===== config.mk =====
export PLATFORM = sky130hd
export DESIGN_NAME = multiplicador_flat
export DESIGN_NICKNAME = d
export VERILOG_FILES = /design/src/rtl/multiplicador_if.sv /design/src/rtl/multiplicador.sv /design/src/flat_wrapper.sv
export SDC_FILE = /design/constraint.sdc
export NUM_CORES = 1
export LEC_CHECK = 0
export ABC_AREA = 1
export CORE_ASPECT_RATIO = 1.5
export CORE_MARGIN = 8
export CORE_UTILIZATION = 55
export CTS_BUF_LIST = sky130_fd_sc_hd__clkbuf_2
export DETAILED_ROUTE_END_ITERATION = 8
export GPL_TIMING_DRIVEN = 1
export MAX_ROUTING_LAYER = met4
export PLACE_DENSITY = 0.82
export SLEW_MARGIN = 20
export SYNTH_ARGS = -nofsm -noshare
export SYNTH_HDL_FRONTEND = slang
export SYNTH_SLANG_ARGS = --single-unit

===== constraint.sdc =====
create_clock -name clk -period 1.79 [get_ports clk]
set_input_delay 0.358 -clock clk [delete_from_list [all_inputs] [get_ports clk]]
set_output_delay 0.358 -clock clk [all_outputs]
set_load 0.1 [all_outputs]

===== src/rtl/multiplicador_if.sv =====
// Operand/result bundle of the shift-and-add multiplier.
// The master side (requester) drives init and the two operands and observes
// the registered product and its completion pulse; the slave side is the
// multiplier itself.
interface multiplicador_if;
  logic       init;
  logic [2:0] MR;
  logic [2:0] MD;
  logic [5:0] pp;
  logic       done;

  modport master (
    output init,
    output MR,
    output MD,
    input  pp,
    input  done
  );

  modport slave (
    input  init,
    input  MR,
    input  MD,
    output pp,
    output done
  );
endinterface


===== src/rtl/multiplicador.sv =====
// 3x3-bit unsigned shift-and-add multiplier.
// One operation takes a fixed five cycles from the init sample to the done
// pulse: LOAD (1 cycle), SHIFT_ADD (always 3 iterations, no early exit so the
// latency never depends on the operands) and DONE (1 cycle). Operands are
// captured only in LOAD, so they may change freely while an operation runs.
// The product register keeps the last result until the next LOAD clears it.
module multiplicador (
  input  logic                  clk,
  input  logic                  rst,
  multiplicador_if.slave        bus
);

  typedef enum logic [1:0] {
    IDLE      = 2'd0,
    LOAD      = 2'd1,
    SHIFT_ADD = 2'd2,
    DONE      = 2'd3
  } state_t;

  // Index of the last SHIFT_ADD iteration (iterations are counted 0..2).
  localparam logic [1:0] LAST_ITER = 2'd2;

  state_t     state_q, state_d;
  logic [5:0] a_q, a_d;      // shifted multiplicand
  logic [2:0] b_q, b_d;      // shifted multiplier, LSB selects the add
  logic [1:0] cnt_q, cnt_d;  // iteration counter
  logic [5:0] pp_q, pp_d;    // partial / final product
  logic       done_q, done_d;

  // State, datapath and output registers with synchronous reset.
  always_ff @(posedge clk) begin
    if (rst) begin
      state_q <= IDLE;
      a_q     <= 6'd0;
      b_q     <= 3'd0;
      cnt_q   <= 2'd0;
      pp_q    <= 6'd0;
      done_q  <= 1'b0;
    end else begin
      state_q <= state_d;
      a_q     <= a_d;
      b_q     <= b_d;
      cnt_q   <= cnt_d;
      pp_q    <= pp_d;
      done_q  <= done_d;
    end
  end

  // Next-state logic: init is only honoured in IDLE.
  always_comb begin
    state_d = state_q;
    case (state_q)
      IDLE: begin
        if (bus.init) begin
          state_d = LOAD;
        end else begin
          state_d = IDLE;
        end
      end
      LOAD: begin
        state_d = SHIFT_ADD;
      end
      SHIFT_ADD: begin
        if (cnt_q == LAST_ITER) begin
          state_d = DONE;
        end else begin
          state_d = SHIFT_ADD;
        end
      end
      DONE: begin
        state_d = IDLE;
      end
      default: begin
        state_d = IDLE;
      end
    endcase
  end

  // Datapath and output next values; done is raised on the edge that enters DONE.
  always_comb begin
    a_d    = a_q;
    b_d    = b_q;
    cnt_d  = cnt_q;
    pp_d   = pp_q;
    done_d = 1'b0;
    case (state_q)
      IDLE: begin
        done_d = 1'b0;
      end
      LOAD: begin
        a_d   = {3'b000, bus.MD};
        b_d   = bus.MR;
        pp_d  = 6'd0;
        cnt_d = 2'd0;
      end
      SHIFT_ADD: begin
        if (b_q[0]) begin
          pp_d = pp_q + a_q;
        end else begin
          pp_d = pp_q;
        end
        a_d   = {a_q[4:0], 1'b0};
        b_d   = {1'b0, b_q[2:1]};
        cnt_d = cnt_q + 2'd1;
        if (cnt_q == LAST_ITER) begin
          done_d = 1'b1;
        end else begin
          done_d = 1'b0;
        end
      end
      DONE: begin
        done_d = 1'b0;
      end
      default: begin
        done_d = 1'b0;
      end
    endcase
  end

  assign bus.pp   = pp_q;
  assign bus.done = done_q;

  multiplicador_chk u_chk (
    .clk  (clk),
    .rst  (rst),
    .done (done_q),
    .pp   (pp_q)
  );

endmodule

// Property checker for the multiplier outputs.
module multiplicador_chk (
  input logic       clk,
  input logic       rst,
  input logic       done,
  input logic [5:0] pp
);

  // done is a single-cycle pulse.
  a_done_pulse: assert property (@(posedge clk) disable iff (rst) done |=> !done);

  // A 3x3 unsigned product never exceeds 49, including every partial sum.
  a_pp_range: assert property (@(posedge clk) pp <= 6'd49);

endmodule


===== src/flat_wrapper.sv =====
// flat-port wrapper written by rule: the top's interface ports become plain ports
module multiplicador_flat 
  (clk, rst, bus_init, bus_MR, bus_MD, bus_pp, bus_done);
  multiplicador_if bus_i ();
  input  logic clk;
  input  logic rst;
  input wire logic [$bits(bus_i.init)-1:0] bus_init;
  input wire logic [$bits(bus_i.MR)-1:0] bus_MR;
  input wire logic [$bits(bus_i.MD)-1:0] bus_MD;
  output wire logic [$bits(bus_i.pp)-1:0] bus_pp;
  output wire logic [$bits(bus_i.done)-1:0] bus_done;
  assign bus_i.init = bus_init;
  assign bus_i.MR = bus_MR;
  assign bus_i.MD = bus_MD;
  assign bus_pp = bus_i.pp;
  assign bus_done = bus_i.done;
  multiplicador u_core (.clk(clk), .rst(rst), .bus(bus_i));
endmodule

==> results.json <==
{
  "status": "complete, no violations",
  "clkLatencyLatePin_ps": 320,
  "cts-htree-levels": 1,
  "critPathLaunchType": "flop",
  "cts_buffers": 3,
  "ant_nets": 0,
  "cts_sinks": 20,
  "place_congestion": 0.818,
  "dpl_cell_area_um2": 1320,
  "die_x_um": 52.3,
  "syn_nets": 166,
  "worst_setup_path_end_kind": "flop",
  "synth_edf_count": 0,
  "finalCritPeriodShare_pct": 89.3,
  "clk_path_buf_depth": 2,
  "nNetsFinal": 183,
  "antenna_found_initial": 0,
  "yosysSeqAreaShare_pct": 36.9,
  "grt_overflow": 0,
  "wl_mm": 2.10,
  "crit_family": "adder cells",
  "rows": 19,
  "place_inst": 180,
  "fill_cells": 142,
  "wl_per_cell_um": 11.4,
  "slew_viol_final": 0,
  "stdcell_area_um2": 1370,
  "synth_area_leaders": "dfxtp_1 (37%), nand2_1 (12%), ha_1 (10%)",
  "drt_iter0_markers": 25,
  "routed_via_density": 5.11,
  "hold_buffers": 0,
  "yosysMostFrequentCell": "nand2_1",
  "final.min_clock_period_ps": 1600,
  "drive_gt1_share_pct": 21.5,
  "die-area_um2": 3680,
  "dp_hpwl_mm": 1.71,
  "yosys.area.top_type": "dfxtp_1",
  "grt_pass1_vias": 936,
  "synth_cells": 147,
  "relSlewSlack_pct": 73.2,
  "synth.distinct_cells": 23,
  "cts_resized": 0,
  "yosysWarnings": 0,
  "cts_setup_buffers": 0,
  "reg2reg_from": "u_core.bus.pp[0]",
  "grt_max_degree": 13,
  "route.detailed.drc": 0,
  "die_h_um": 70.4,
  "max_slew.worst_pin.slew_ps": 402,
  "clk_pin_slew_ps": 190,
  "area_growth_pct": 26.1,
  "fin_skew_ps": 6.28,
  "crit_slowest_cell": "dfxtp_2",
  "arrival_ps": 1870,
  "critical_path.max_stage_delay_ps": 380,
  "synthFlopType": "dfxtp_1",
  "hold_class": "flop to flop",
  "finalSetupViolCount": 0,
  "ys_seq_elements": 20,
  "netlist_top_cells_count": "nand2_1 (36), dfxtp_1 (20), inv_1 (17)",
  "setup_tns_ps": 0,
  "start_util_pct": 58.5,
  "p_leak_uw": 0.000632,
  "port_buffers": 15,
  "ir_drop_uv": 568,
  "fin_cells": 184,
  "p_per_area_nw_per_um2": 692,
  "syn_avg_cell_area_um2": 7.38,
  "hold_violations": 0,
  "hold_slack_ps": 494,
  "core-area_um2": 1850,
  "path_buf_inv": 0,
  "grt_pass1_wl_mm": 3.74,
  "cp_common_cell": "nand2_1",
  "cp_cell_sequence": "ha_1, fa_2, nand2_1, nand2_1, a21oi_2, nor2_1, nor2_1, nand2_1, a21oi_2",
  "timing.fmax_mhz": 626,
  "crit_fanout": 3,
  "insertedDiodeCount": 0,
  "rsz0062_at_grt": "false",
  "cts_tree": "yes",
  "required_ps": 2060,
  "grt_usage_pct": 12.7,
  "synth_area_um2": 1080,
  "synth-async-reset-ratio_pct": 0,
  "maxCapViolCount": 0,
  "hold_path_startpoint": "u_core.b_q[2]",
  "io_pins": 16,
  "vias": 941,
  "path_class": "flop to flop",
  "drt-pass1-iter-count": 3,
  "cts-root-buf": "clkbuf_2",
  "startpoint": "u_core.bus.pp[0]",
  "synth_top_cell_area_share_pct": 36.9
}
## power breakdown
part	internal (µW)	total, µW	leakage, µW	switching, µW
registers	464	476	0.000165	12.4
clock network	193	335	0.0000266	142
logic	53.8	135	0.000440	81.2
## sequential cells by signal, indices dropped and copies added (netlist names)
register and flops:
u_core.bus.done 1, u_core.bus.pp 6, u_core.state_q 2, u_core.b_q 3, u_core.a_q 6, u_core.cnt_q 2
## cell usage in the layout, fill, tap and decap left out
| cell type | Yosys | final |
|---|---|---|
| dfxtp_1 | 20 | 15 |
| nand2_1 | 36 | 36 |
| fa_2 | 0 | 1 |
| inv_1 | 17 | 17 |
| buf_12 | 0 | 7 |
| o21ai_0 | 5 | 5 |
| nor2_1 | 10 | 10 |
| dfxtp_2 | 0 | 5 |
| buf_4 | 1 | 2 |
| nand2_2 | 4 | 4 |
| inv_2 | 4 | 4 |
| o21ai_1 | 2 | 2 |
| a21oi_1 | 16 | 16 |
| xnor2_1 | 1 | 1 |
| clkinv_2 | 1 | 1 |
| a2bb2oi_1 | 1 | 1 |
| clkbuf_2 | 0 | 3 |
| inv_4 | 1 | 1 |
| nand3_2 | 3 | 3 |
| ha_1 | 9 | 9 |
| o211ai_1 | 1 | 1 |
| a21oi_2 | 3 | 3 |
| nand3_1 | 7 | 7 |
| clkdlybuf4s50_1 | 0 | 8 |
| bufinv_16 | 0 | 1 |
## per-stage QoR
step / total power (µW) / utilization (%) / setup slack, ps
after global routing: 987 / 73.8 / 33.8
after CTS: 951 / 73.6 / 141
final: 946 / 73.8 / 192
after global placement: 616 / 71.2 / 206
after floorplan: 583 / - / 8.28
after detailed placement: 621 / 71.2 / 156
## worst register-to-register path: stages (launching register included)
cell and delay (ps):
dfxtp_2 380, ha_1 260, fa_2 370, nand2_1 70, nand2_1 60, a21oi_2 130
nor2_1 50, nor2_1 80, nand2_1 70, a21oi_2 100
## worst paths after layout
kind                      endpoint  slack [ps]  cells past startpoint
setup / recovery  u_core.bus.pp[4]         190                      9
hold / removal       u_core.b_q[2]         490                      2
setup reg to reg  u_core.bus.pp[4]         190                      9
hold reg to reg      u_core.b_q[2]         490                      2
## area by class of cell
type	instances	area (µm²)	area share, %
clock buffer	3	15.0	1.10
clock inverter	1	30.0	2.20
inverter	23	90.1	6.59
multi-input combinational	99	564	41.3
sequential	20	407	29.7
tap	21	26.3	1.92
timing repair buffer	17	235	17.2
## kinds of logic (layout without fill, tap and decap cells)
group / Yosys count / in the layout / synth area share [%]
adders and majority gates: 10 / 10 / 12.2
DFF: 20 / 20 / 36.9
AOI/OAI and AO/OA: 28 / 28 / 14.5
xor gates and xnor gates: 1 / 1 / 0.808
buffers and inverters: 28 / 44 / 11.3
and+or+nand+nor: 60 / 60 / 24.2
## per-layer routing
layer	global-route usage [%]	part of all wire [%]
met5	-	0
met1	12.0	42
met2	23.6	53
met4	4.62	1.2
met3	2.33	3.9
(Power assumes the default switching activity.)
